### src/rtl/seq_mult_pkg.sv
// Shared types and helpers for the sequential multiplier/scaler.
// Holds the FSM state type, a counter-width helper and an elaboration guard.
`ifndef SEQ_MULT_PKG_SV
`define SEQ_MULT_PKG_SV

// Stops elaboration when NUM is not a multiple of DEN.
`define SEQ_MULT_CHECK_DIV(NUM, DEN, MSG) \
  if (((NUM) % (DEN)) != 0) begin : g_div_check \
    $error(MSG); \
  end

package seq_mult_pkg;

  typedef enum logic [1:0] {
    ST_IDLE = 2'd0,
    ST_RUN  = 2'd1,
    ST_DONE = 2'd2
  } state_e;

  // Number of bits needed to hold values 0..value-1 (minimum 1).
  function automatic int clog2(input int value);
    int r;
    r = 0;
    for (int i = 0; i < 32; i++) begin
      if ((1 << r) < value) r = r + 1;
    end
    if (r == 0) r = 1;
    return r;
  endfunction

endpackage

`endif

### src/rtl/mult_pp_step.sv
// One radix-2^BPC step: adds mcand * digit, shifted left by shamt, to the accumulator.
// Purely combinational; the digit width is the only thing that changes with radix.
module mult_pp_step #(
  parameter int A_W   = 8,
  parameter int BPC   = 1,
  parameter int ACC_W = 17,
  parameter int SH_W  = 4
) (
  input  logic [A_W-1:0]   mcand,
  input  logic [BPC-1:0]   digit,
  input  logic [SH_W-1:0]  shamt,
  input  logic [ACC_W-1:0] acc_in,
  output logic [ACC_W-1:0] acc_out
);

  logic [ACC_W-1:0] term [BPC];
  logic [ACC_W-1:0] pp;

  // One shifted copy of mcand per digit bit; their sum is mcand * digit.
  for (genvar gi = 0; gi < BPC; gi++) begin : g_term
    assign term[gi] = digit[gi] ? (ACC_W'(mcand) << gi) : '0;
  end

  always_comb begin
    pp = '0;
    for (int i = 0; i < BPC; i++) begin
      pp = pp + term[i];
    end
  end

  assign acc_out = acc_in + (pp << shamt);

endmodule

### src/rtl/seq_mult_scaler.sv
// Sequential unsigned multiplier with valid/ready on both sides and an optional
// round-half-up right shift of the product.
module seq_mult_scaler
  import seq_mult_pkg::*;
#(
  parameter int A_W       = 8,
  parameter int B_W       = 8,
  parameter int BPC       = 1,
  parameter int OUT_SHIFT = 0,
  localparam int OUT_W    = A_W + B_W - OUT_SHIFT
) (
  input  logic             clk,
  input  logic             reset,
  input  logic             in_valid,
  output logic             in_ready,
  input  logic [A_W-1:0]   a,
  input  logic [B_W-1:0]   b,
  output logic             out_valid,
  input  logic             out_ready,
  output logic [OUT_W-1:0] result,
  output logic             busy
);

  localparam int N     = B_W / BPC;
  localparam int ACC_W = A_W + B_W + 1;
  localparam int CNT_W = clog2(N + 1);
  localparam int SH_W  = clog2(B_W + 1);

  localparam logic [CNT_W-1:0] CNT_LOAD = CNT_W'(N);
  localparam logic [SH_W-1:0]  SH_STEP  = SH_W'(BPC);
  // Half an output LSB; zero when no shift is applied.
  localparam logic [ACC_W-1:0] RND_ADD  = (ACC_W'(1) << OUT_SHIFT) >> 1;

  `SEQ_MULT_CHECK_DIV(B_W, BPC, "seq_mult_scaler: BPC must divide B_W")

  if (OUT_SHIFT < 0 || OUT_SHIFT > A_W + B_W - 1) begin : g_shift_check
    $error("seq_mult_scaler: OUT_SHIFT out of range");
  end

  state_e           state_q, state_d;
  logic [A_W-1:0]   mcand_q, mcand_d;
  logic [B_W-1:0]   mplier_q, mplier_d;
  logic [ACC_W-1:0] acc_q, acc_d;
  logic [CNT_W-1:0] cnt_q, cnt_d;
  logic [SH_W-1:0]  shamt_q, shamt_d;
  logic [OUT_W-1:0] result_q, result_d;
  logic [ACC_W-1:0] acc_next;

  mult_pp_step #(
    .A_W   (A_W),
    .BPC   (BPC),
    .ACC_W (ACC_W),
    .SH_W  (SH_W)
  ) u_pp_step (
    .mcand   (mcand_q),
    .digit   (mplier_q[BPC-1:0]),
    .shamt   (shamt_q),
    .acc_in  (acc_q),
    .acc_out (acc_next)
  );

  always_comb begin
    state_d  = state_q;
    mcand_d  = mcand_q;
    mplier_d = mplier_q;
    acc_d    = acc_q;
    cnt_d    = cnt_q;
    shamt_d  = shamt_q;
    result_d = result_q;
    case (state_q)
      ST_IDLE: begin
        if (in_valid) begin
          mcand_d  = a;
          mplier_d = b;
          acc_d    = '0;
          cnt_d    = CNT_LOAD;
          shamt_d  = '0;
          state_d  = ST_RUN;
        end
      end
      ST_RUN: begin
        acc_d    = acc_next;
        mplier_d = mplier_q >> BPC;
        cnt_d    = cnt_q - CNT_W'(1);
        shamt_d  = shamt_q + SH_STEP;
        // Last digit: the rounded product is captured from the final sum directly.
        if (cnt_q == CNT_W'(1)) begin
          result_d = OUT_W'((acc_next + RND_ADD) >> OUT_SHIFT);
          state_d  = ST_DONE;
        end
      end
      ST_DONE: begin
        if (out_ready) state_d = ST_IDLE;
      end
      default: state_d = ST_IDLE;
    endcase
  end

  always_ff @(posedge clk) begin
    if (!reset) begin
      state_q  <= ST_IDLE;
      mcand_q  <= '0;
      mplier_q <= '0;
      acc_q    <= '0;
      cnt_q    <= '0;
      shamt_q  <= '0;
      result_q <= '0;
    end else begin
      state_q  <= state_d;
      mcand_q  <= mcand_d;
      mplier_q <= mplier_d;
      acc_q    <= acc_d;
      cnt_q    <= cnt_d;
      shamt_q  <= shamt_d;
      result_q <= result_d;
    end
  end

  assign in_ready  = (state_q == ST_IDLE);
  assign out_valid = (state_q == ST_DONE);
  assign busy      = (state_q != ST_IDLE);
  assign result    = result_q;

endmodule

### config.mk
export PLATFORM = sky130hd
export DESIGN_NAME = seq_mult_scaler
export DESIGN_NICKNAME = d
export VERILOG_FILES = /design/src/rtl/seq_mult_pkg.sv /design/src/rtl/mult_pp_step.sv /design/src/rtl/seq_mult_scaler.sv
export SDC_FILE = /design/constraint.sdc
export NUM_CORES = 1
export LEC_CHECK = 0
export BUFFER_PORTS_ARGS = -buffer_cell sky130_fd_sc_hd__buf_2
export CORE_MARGIN = 2
export CORE_UTILIZATION = 40
export CTS_CLUSTER_SIZE = 24
export DETAILED_ROUTE_END_ITERATION = 8
export PLACE_DENSITY_LB_ADDON = 0.2
export SLEW_MARGIN = 15
export SYNTH_ARGS = -nofsm -noshare
export SYNTH_HDL_FRONTEND = slang
export SYNTH_SLANG_ARGS = --single-unit
### constraint.sdc
create_clock -name clk -period 4.5 [get_ports clk]
set_clock_uncertainty 0.2 [all_clocks]
set_input_delay 0.9 -clock clk [delete_from_list [all_inputs] [get_ports clk]]
set_output_delay 0.9 -clock clk [all_outputs]
set_load 0.005 [all_outputs]
==> summary.md <==
| Metric | Value |
|---|---|
| Status | `completed` |
| Slew headroom | `29.1%` |
| Initial antenna violation count | `0` |
| Synth Flop Type | `dfxtp_1` |
| Seq/Total Area, Yosys | `34.3%` |
| Max IR drop VDD | `0.187 mV` |
| Pwr Density | `304 nW/um^2` |
| CTS Hold Bufs | `0` |
| Max FO, Critical Path | `14` |
| Sequential share of power | `47.7%` |
| Crit start category | `flip-flop` |
| Sw Pwr | `303 uW` |
| Setup-failing EPs final | `0` |
| Synthesized Nets | `468` |
| Antenna-violating nets left | `0` |
| Die Y | `96.0 um` |
| Tmin final | `3.65 ns` |
| Die Area | `9210 sq um` |
| Unrepaired setup endpoints after global routing | `no` |
| Crit-path cells | `buf_4 -> mux2_2 -> a22oi_1 -> mux2i_1 -> and2_1 -> ha_1 -> a21oi_1 -> nor2b_1 -> a211o_1 -> a31oi_1 -> nor4_1 -> a311o_1` |
| Syn Inst Count | `429` |
| Post-CTS sizing | `0` |
| Vias per cell | `5.56` |
| Die width | `96.0 um` |
| Vias in the first global route | `2791` |
| Post-Synthesis Cell Area | `3380 sq um` |
| Internal | `855 uW` |
| Remaining routing DRC violations | `0` |
| Pre-antenna DRT Iters | `6` |
| Initial Util | `41.2%` |
| Leak pwr | `1.59 nW` |
| Count leader, synth | `nand2_1` |
| CP endpoint kind | `flip-flop` |
| Worst-margin pin slew | `1.06 ns` |
| Area growth syn-to-layout | `12.8%` |
| Critical-path top delay cell | `dfxtp_1` |
| N_diodes | `0` |
| Combinational cell fraction of total power | `10.6%` |
| Synth top area share | `34.3%` |
| Hold Slack | `0.250 ns` |
| Post-Syn Area per Cell | `7.88 sq um` |
| Hold Crit Depth | `2` |
| IO Pins | `39` |
| Ys Warns | `0` |
| Area contributors post-synth | `dfxtp_1 34%, nand2_1 8.5%, a21oi_1 8.0%, ha_1 6.7%, o21ai_0 3.4%` |
| CTS root buffer | `clkbuf_8` |
| Worst reg2reg path startpoint | `shamt_q[0]` |
| Post-Layout Inst Area | `3810 sq um` |
| CP top delay family | `compound AO/OA/AOI/OAI gates` |
| Fin nets | `493` |
| Total gr overflow | `0` |
| Number of synthesized flops with an enable pin | `0` |
| Worst EP required | `4.54 ns` |
| Pin count of the biggest net entering global routing | `46` |
| Reg2reg setup slack | `0.85 ns` |
| CTS HTree Levels | `3` |
| FILL cells | `853` |
| Max Slew Vio Count | `0` |
| Final Hold Vio Count | `0` |
| Core footprint | `8220 sq um` |
| Final HPWL DP | `5.67 mm` |
| Post-Route WL | `8.11 mm` |
| Unique masters post-synth | `52` |
| Row count | `33` |
| Fraction of layout cells with a size suffix above 1 | `14.7%` |
| Final period util | `81.0%` |
| Final Worst Setup Slack | `0.855 ns` |
| Clock Sink Count | `58` |
| Setup_tns | `0 ns` |
| Most frequent cells after synthesis | `77 x nand2_1, 58 x dfxtp_1, 54 x a21oi_1, 26 x nor2_1, 25 x clkbuf_1` |
| Clock latency on the worst-skew pair | `0.34 ns` |
| R2r worst-path depth | `12` |
| Via count | `3123` |
| DRT iter0 DRCs | `165` |
| Num CTS Buffers | `9` |
| CTS tree | `built` |
| CP arrival | `3.68 ns` |
| Sw Share | `26.2%` |
| Flops & latches, synth | `58` |
| Port Buffers | `38` |
| Clock tree buffer depth | `2` |
| Post-route insts no fill | `562` |
| Post-DP Area | `3620 sq um` |
| Max Cap Viol | `0` |
| Min-delay src | `result[6]` |
| Crit path buf inv count | `1` |
| Post-CTS Setup Bufs | `0` |
| GP Congestion | `0.888` |
| Placed Cells | `548` |
| Worst hold-check path type | `flip-flop to flip-flop` |
| Fmax | `0.274 GHz` |
| Worst slack, placed | `0.887 ns` |
| CP Class | `flip-flop to flip-flop` |
| Clk pwr share | `41.8%` |
| Min-Delay Endpoint | `result[6]` |
| GRT Resource Usage Total | `19.5%` |
| Max incr delay on CP | `0.53 ns` |
| R2r endpoint | `result[10]` |
| Post-synth top area cell | `dfxtp_1` |
| First-pass GRT wire length | `13.8 mm` |
| WL/cell | `14.4 um` |
| Post-synth ARST share | `0%` |
| Clk slew on worst S/H paths | `0.07 ns` |
## power groups by stage
stage                     combinational [mW]  clock [mW]  sequential (mW)
after global routing                   0.140       0.523            0.555
after global placement                 0.123           0            0.563
after floorplan                       0.0939           0            0.554
final                                  0.123       0.484            0.552
after CTS                              0.125       0.501            0.552
after detailed placement               0.125           0            0.564
## through the flow
step                      power (mW)  util [%]
after global placement         0.686      44.1
after global routing            1.22      46.4
after floorplan                0.648         -
after CTS                       1.18      46.4
after detailed placement       0.688      44.1
final                           1.16      46.4
## cell families after synthesis
kind of cell / after synthesis / synth area share, %
flops: 58 / 34.3
simple gates: 169 / 23.2
compound gates: 123 / 22.2
mux: 13 / 5.22
buf+inv: 34 / 3.85
fa+ha+maj: 19 / 7.25
xor+xnor: 13 / 3.92
## flip-flops by register name, indices dropped and copies added, names as in the netlist
name and cells:
acc_q 16, cnt_q 4, mcand_q 8, mplier_q 8
result 16, shamt_q 4, state_q 2
## metal layers
layer | vias to the layer above | track usage [%] | share of wire (%) | routed length (um)
met5 | - | 0 | 0 | 0
met4 | 0 | 7.26 | 1.4 | 115
met3 | 9 | 4.15 | 3.3 | 267
met2 | 52 | 31.4 | 47 | 3780
met1 | 1475 | 25.7 | 49 | 3940
li1 | 1587 | - | - | -
## how the worst max path moves through the flow
stage          slack [ns]  cells after the start       start         end
6_report             0.85                     12  shamt_q[0]  result[10]
5_1_grt              0.60                     12  shamt_q[0]  result[10]
4_1_cts              0.87                     12  shamt_q[0]  result[10]
3_5_place_dp         0.89                     12  shamt_q[0]  result[10]
2_1_floorplan        1.12                     14  shamt_q[0]  result[10]
3_3_place_gp         0.94                     12  shamt_q[0]  result[10]
## final cells by class
cell class	count	area, sq um	area share [%]
clock inverters	3	40.0	1.05
well taps	105	131	3.44
inverters	7	26.3	0.689
repair buffers	41	213	5.58
multi-input cells	337	2090	54.8
clock buffers	11	151	3.97
flip-flops and latches	58	1160	30.4
## cell usage in the layout (no fill, tap or decap), drive strengths merged, types with 7 or more instances in the layout
cell type,Yosys,final
nand2,77,77
dfxtp,58,58
a21oi,54,54
buf,2,41
nor2,26,26
o21ai,23,23
nand3,22,22
ha,18,18
clkbuf,25,11
a22oi,8,8
and2,7,7
xnor2,7,7
## worst reg2reg max path: cells and delay by family (launching register included)
family,cells,cell delay (ns)
adder cells (fa/ha/maj),1,0.34
AO/OA/AOI/OAI,5,1.40
flip-flops,1,0.53
multiplexers,2,0.48
buffers and inverters,1,0.26
AND/OR/NAND/NOR,3,0.32
No activity file was read; power rests on OpenSTA's default activity.
